==> src/rtl/fifo_wr_arbiter_if.sv <==
// Requester/FIFO-side bus of the FIFO write-port arbiter.
// The slave modport is the arbiter's view; master is the requesters + FIFO view.
interface fifo_wr_arbiter_if #(
    parameter int unsigned NumReq    = 4,
    parameter int unsigned DataWidth = 8
);
    localparam int unsigned GrantW = $clog2(NumReq);

    logic [NumReq-1:0]           i_req_valid;
    logic [NumReq*DataWidth-1:0] i_req_data;
    logic [NumReq-1:0]           i_req_last;
    logic [NumReq-1:0]           o_req_ready;
    logic [DataWidth-1:0]        o_fifo_wr_data;
    logic                        o_fifo_wr_en;
    logic                        i_fifo_full;
    logic [GrantW-1:0]           o_grant_id;
    logic                        o_busy;
    logic [15:0]                 o_stall_cnt;

    modport slave (
        input  i_req_valid, i_req_data, i_req_last, i_fifo_full,
        output o_req_ready, o_fifo_wr_data, o_fifo_wr_en, o_grant_id, o_busy, o_stall_cnt
    );

    modport master (
        output i_req_valid, i_req_data, i_req_last, i_fifo_full,
        input  o_req_ready, o_fifo_wr_data, o_fifo_wr_en, o_grant_id, o_busy, o_stall_cnt
    );
endinterface

==> src/rtl/fifo_wr_arbiter.sv <==
// Round-robin arbiter sharing one FIFO write port between NumReq burst requesters.
// Optional stall statistic enabled by defining FIFO_WR_ARB_STALL_CNT_EN.
module fifo_wr_arbiter #(
    parameter int unsigned NumReq    = 4,
    parameter int unsigned DataWidth = 8,
    parameter int unsigned MaxBurst  = 4
) (
    input  logic              i_clk,
    input  logic              i_rst,
    fifo_wr_arbiter_if.slave  bus
);
    localparam int unsigned GrantW = $clog2(NumReq);
    localparam int unsigned CntW   = $clog2(MaxBurst + 1);

    typedef enum logic {
        IDLE,
        GRANT
    } state_t;

    state_t            r_state;
    logic [GrantW-1:0] r_rr_ptr;
    logic [GrantW-1:0] r_grant_id;
    logic [CntW-1:0]   r_beat_cnt;
    logic              r_busy;

    logic [GrantW-1:0] w_sel;
    logic              w_any;
    logic [GrantW-1:0] w_next_ptr;
    logic              w_in_grant;
    logic              w_gvalid;
    logic              w_glast;
    logic              w_acc;
    logic              w_release;

    // First valid requester at or above rr_ptr, wrapping modulo NumReq.
    always_comb begin : sel_search
        logic [GrantW-1:0] idx;
        w_any = 1'b0;
        w_sel = '0;
        idx   = '0;
        for (int unsigned i = 0; i < NumReq; i++) begin
            idx = GrantW'((32'(r_rr_ptr) + i) % NumReq);
            if (!w_any && bus.i_req_valid[idx]) begin
                w_any = 1'b1;
                w_sel = idx;
            end
        end
    end

    assign w_in_grant = (r_state == GRANT);
    assign w_gvalid   = bus.i_req_valid[r_grant_id];
    assign w_glast    = bus.i_req_last[r_grant_id];
    assign w_acc      = w_in_grant & w_gvalid & ~bus.i_fifo_full;
    assign w_release  = w_acc & (w_glast | (r_beat_cnt == CntW'(MaxBurst - 1)));
    assign w_next_ptr = (r_grant_id == GrantW'(NumReq - 1)) ? '0 : r_grant_id + 1'b1;

    assign bus.o_req_ready    = (w_in_grant && !bus.i_fifo_full) ? (NumReq'(1) << r_grant_id) : '0;
    assign bus.o_fifo_wr_en   = w_acc;
    assign bus.o_fifo_wr_data = w_acc ? bus.i_req_data[r_grant_id*DataWidth +: DataWidth] : '0;
    assign bus.o_grant_id     = r_grant_id;
    assign bus.o_busy         = r_busy;

    always_ff @(posedge i_clk or posedge i_rst) begin
        if (i_rst) begin
            r_state    <= IDLE;
            r_rr_ptr   <= '0;
            r_grant_id <= '0;
            r_beat_cnt <= '0;
            r_busy     <= 1'b0;
        end else begin
            case (r_state)
                IDLE: begin
                    if (w_any) begin
                        r_grant_id <= w_sel;
                        r_busy     <= 1'b1;
                        r_state    <= GRANT;
                    end
                end
                GRANT: begin
                    if (w_release) begin
                        r_state    <= IDLE;
                        r_busy     <= 1'b0;
                        r_grant_id <= '0;
                        r_rr_ptr   <= w_next_ptr;
                        r_beat_cnt <= '0;
                    end else if (w_acc) begin
                        r_beat_cnt <= r_beat_cnt + 1'b1;
                    end
                end
                default: begin
                    r_state <= IDLE;
                    r_busy  <= 1'b0;
                end
            endcase
        end
    end

`ifdef FIFO_WR_ARB_STALL_CNT_EN
    logic [15:0] r_stall_cnt;

    // Counts granted cycles where the owner has a beat but the FIFO is full.
    always_ff @(posedge i_clk or posedge i_rst) begin
        if (i_rst) begin
            r_stall_cnt <= '0;
        end else if (w_in_grant && w_gvalid && bus.i_fifo_full && (r_stall_cnt != '1)) begin
            r_stall_cnt <= r_stall_cnt + 1'b1;
        end
    end

    assign bus.o_stall_cnt = r_stall_cnt;
`else
    assign bus.o_stall_cnt = '0;
`endif

endmodule
==> src/flat_wrapper.sv <==
// flat-port wrapper written by rule: the top's interface ports become plain ports
module fifo_wr_arbiter_flat 
#(
    parameter int unsigned NumReq    = 4,
    parameter int unsigned DataWidth = 8,
    parameter int unsigned MaxBurst  = 4
)
  (i_clk, i_rst, bus_i_req_valid, bus_i_req_data, bus_i_req_last, bus_i_fifo_full, bus_o_req_ready, bus_o_fifo_wr_data, bus_o_fifo_wr_en, bus_o_grant_id, bus_o_busy, bus_o_stall_cnt);
  fifo_wr_arbiter_if #(.NumReq(NumReq), .DataWidth(DataWidth)) bus_i ();
  input  logic i_clk;
  input  logic i_rst;
  input wire logic [$bits(bus_i.i_req_valid)-1:0] bus_i_req_valid;
  input wire logic [$bits(bus_i.i_req_data)-1:0] bus_i_req_data;
  input wire logic [$bits(bus_i.i_req_last)-1:0] bus_i_req_last;
  input wire logic [$bits(bus_i.i_fifo_full)-1:0] bus_i_fifo_full;
  output wire logic [$bits(bus_i.o_req_ready)-1:0] bus_o_req_ready;
  output wire logic [$bits(bus_i.o_fifo_wr_data)-1:0] bus_o_fifo_wr_data;
  output wire logic [$bits(bus_i.o_fifo_wr_en)-1:0] bus_o_fifo_wr_en;
  output wire logic [$bits(bus_i.o_grant_id)-1:0] bus_o_grant_id;
  output wire logic [$bits(bus_i.o_busy)-1:0] bus_o_busy;
  output wire logic [$bits(bus_i.o_stall_cnt)-1:0] bus_o_stall_cnt;
  assign bus_i.i_req_valid = bus_i_req_valid;
  assign bus_i.i_req_data = bus_i_req_data;
  assign bus_i.i_req_last = bus_i_req_last;
  assign bus_i.i_fifo_full = bus_i_fifo_full;
  assign bus_o_req_ready = bus_i.o_req_ready;
  assign bus_o_fifo_wr_data = bus_i.o_fifo_wr_data;
  assign bus_o_fifo_wr_en = bus_i.o_fifo_wr_en;
  assign bus_o_grant_id = bus_i.o_grant_id;
  assign bus_o_busy = bus_i.o_busy;
  assign bus_o_stall_cnt = bus_i.o_stall_cnt;
  fifo_wr_arbiter #(.NumReq(NumReq), .DataWidth(DataWidth), .MaxBurst(MaxBurst)) u_core (.i_clk(i_clk), .i_rst(i_rst), .bus(bus_i));
endmodule
==> config.mk <==
export PLATFORM = sky130hd
export DESIGN_NAME = fifo_wr_arbiter_flat
export DESIGN_NICKNAME = d
export VERILOG_FILES = /design/src/rtl/fifo_wr_arbiter_if.sv /design/src/rtl/fifo_wr_arbiter.sv /design/src/flat_wrapper.sv
export SDC_FILE = /design/constraint.sdc
export NUM_CORES = 1
export LEC_CHECK = 0
export ABC_AREA = 1
export BUFFER_PORTS_ARGS = -buffer_cell sky130_fd_sc_hd__buf_2
export CELL_PAD_IN_SITES_DETAIL_PLACEMENT = 1
export CELL_PAD_IN_SITES_GLOBAL_PLACEMENT = 1
export CORE_ASPECT_RATIO = 0.75
export CORE_MARGIN = 4
export CORE_UTILIZATION = 30
export CTS_CLUSTER_DIAMETER = 120
export DETAILED_ROUTE_END_ITERATION = 10
export HOLD_SLACK_MARGIN = 0.1
export PLACE_DENSITY = 0.84
export SYNTH_ARGS = -nofsm -noshare
export SYNTH_HDL_FRONTEND = slang
export SYNTH_SLANG_ARGS = --single-unit
export TNS_END_PERCENT = 30
==> constraint.sdc <==
create_clock -name i_clk -period 2.6 [get_ports i_clk]
set_input_delay 0.65 -clock i_clk [delete_from_list [all_inputs] [get_ports i_clk]]
set_output_delay 0.65 -clock i_clk [all_outputs]
set_load 0.05 [all_outputs]
==> metrics <==
Buffers on Ports 58; clock sink count 9; Placed Area 1520 µm²; vias in the first global route 1336; WL/cell 12.4 µm; die height 64.3 µm; fmax 0.408 GHz; Reg clk slew, reported paths 0.05 ns; yosys synthesis warning count 0; largest net degree at the start of global routing 20; hold slack 0.380 ns; Detailed Place HPWL 3150 µm; final setup vio count 0; setup ws final 0.151 ns; # IOs 75; arrival time at the worst endpoint 1.80 ns; Remaining DRCs 0; Filler cells 561; CTS tree yes; pre-CTS setup slack 0.168 ns; ANT cells 0; crit path kind flop to primary output; Final nets 308; Yosys reg bits 9; post-synthesis sequential area ratio 0.177; CP Max Fanout 12; Initial Utilization 0.311; Fin Clk Skew 0.00299 ns; Final Wtd Congestion 0.768; status finished clean; 1st-iter DRT viols 43; fin util 0.384; CP Capture Type primary output; Power, Total 1.84 mW; die area 5350 µm²; vias post-DR 1392; Max-Cap Viols 0; vias per cell 4.45; number of cells in the finished layout apart from fillers 313; layout cells sized above 1 0.360; min Tclk post-route 2.45 ns; RSZ-0062 raised after global routing no; final hold violation count 0; Max Buffers Root-to-Sink 2; Async SR Flop Fraction 1.00; syn_area_per_cell 6.32 µm²; Worst-Skew Late Latency 0.23 ns; Tcrit/Tclk final 0.942; Core Region 4080 µm²; VDD IR-drop max 0.421 mV; Post-Route WL 3890 µm; Setup TNS Final 0 ns; Site Rows 20; Worst setup SP type flop; most used flip-flop cell after synthesis dfrtp_1; All-Layer GR Usage 0.147; power density cells 1170 nW/µm²; placed cells 309; commonest cells after routing, fill and taps aside buf_2, nor2_1, nand2_1; Pre-antenna DRT Iters 4; CP required 1.95 ns; Die X 83.1 µm; Mapped Cells 201; CTS root buf clkbuf_8; cts-stage hold buffer count 0; max-slew violations 0; area grow syn2layout 23.4%; CTS buffer count 3; Antenna Violating Nets Remaining 0; global-route wire length before repair 6530 µm; fin area 1570 µm²; Leak Pwr 0.910 nW; distinct cell type count after synthesis 24; total global routing overflow 0; HP Class primary input to asynchronous set/reset pin; initial antenna violation count 0; number of synthesized flops with an enable pin 0; H-tree levels 1; post-synthesis instance area 1270 µm²; most common cell after layout, fill and taps aside buf_2
==> synthesized netlist by cell type (4+ instances only) <==
cell type,count,area (µm²)
o21ai_1,5,25.0
nand2_2,8,50.1
inv_1,18,67.6
inv_2,6,22.5
nor2_1,39,146
a21oi_1,11,55.1
buf_6,5,56.3
o21ai_0,17,85.1
dfrtp_1,9,225
nand2_1,33,124
ha_1,6,75.1
nand3_1,11,55.1
o21ai_2,4,35.0
buf_4,17,128
==> area by class of cell <==
cell class / count / area (µm²) / area share
well taps: 55 / 68.8 / 0.0439
multi-input cells: 158 / 811 / 0.517
repair buffers: 62 / 320 / 0.204
clock buffers: 4 / 45.0 / 0.0287
inverters: 25 / 96.3 / 0.0615
flip-flops and latches: 9 / 226 / 0.144
==> power by group <==
part | switching [mW] | leakage (nW) | internal [mW] | total [mW]
Clock | 0.0576 | 0.0228 | 0.107 | 0.165
Sequential | 0.0857 | 0.109 | 0.204 | 0.290
Combinational | 0.975 | 0.777 | 0.406 | 1.38
==> worst max-delay path, stage by stage (launching register included) <==
cell and delay [ns]:
dfrtp_2 0.47, inv_2 0.11, a21oi_1 0.19, o21ai_2 0.08, nand2_2 0.09, nand2_4 0.14, a21oi_1 0.18, buf_2 0.29
==> sequential cells by signal (all words and copies together), names as in the netlist <==
signal,count
u_core.r_rr_ptr,2
u_core.r_beat_cnt,3
u_core.bus.o_grant_id,2
u_core.r_state,1
u_core.bus.o_busy,1
==> routing by layer <==
layer / up-vias / part of all wire / GRT usage
li1: 710 / - / -
met3: 0 / 0.060 / 0.0387
met2: 46 / 0.46 / 0.239
met5: - / 0 / 0
met4: 0 / 0 / 0.0122
met1: 636 / 0.47 / 0.202
==> final timing paths <==
path | startpoint | end | slack (ns) | cells after the start
min in group i_clk | u_core.r_beat_cnt[0]$_DFFE_PP0P_ | u_core.r_beat_cnt[0]$_DFFE_PP0P_ | 0.50 | 1
min | i_rst | u_core.bus.o_grant_id[1]$_DFFE_PP0P_ | 0.38 | 2
max reg2reg | u_core.bus.o_grant_id[0]$_DFFE_PP0P_ | u_core.bus.o_grant_id[0]$_DFFE_PP0P_ | 0.98 | 8
min reg2reg | u_core.r_beat_cnt[0]$_DFFE_PP0P_ | u_core.r_beat_cnt[0]$_DFFE_PP0P_ | 0.50 | 1
max in group asynchronous | i_rst | u_core.bus.o_grant_id[0]$_DFFE_PP0P_ | 1.93 | 2
max | u_core.bus.o_grant_id[0]$_DFFE_PP0P_ | bus_o_fifo_wr_data[3] | 0.15 | 7
==> logic make-up (layout without fill, tap and decap cells) <==
| kind of cell | after synthesis | after routing | synth area share |
|---|---|---|---|
| other | 1 | 16 | 0.00295 |
| AND/OR/NAND/NOR | 96 | 96 | 0.345 |
| flip-flops | 9 | 9 | 0.177 |
| adder cells (fa/ha/maj) | 6 | 6 | 0.0591 |
| buffers and inverters | 49 | 91 | 0.229 |
| AO/OA/AOI/OAI | 40 | 40 | 0.187 |
==> what timing repair did <==
action,in CTS,in global routing
endpoints found under the setup margin,0,9
gates resized for setup,0,1
setup buffers,0,0
No activity file was read; power rests on OpenSTA's default activity.
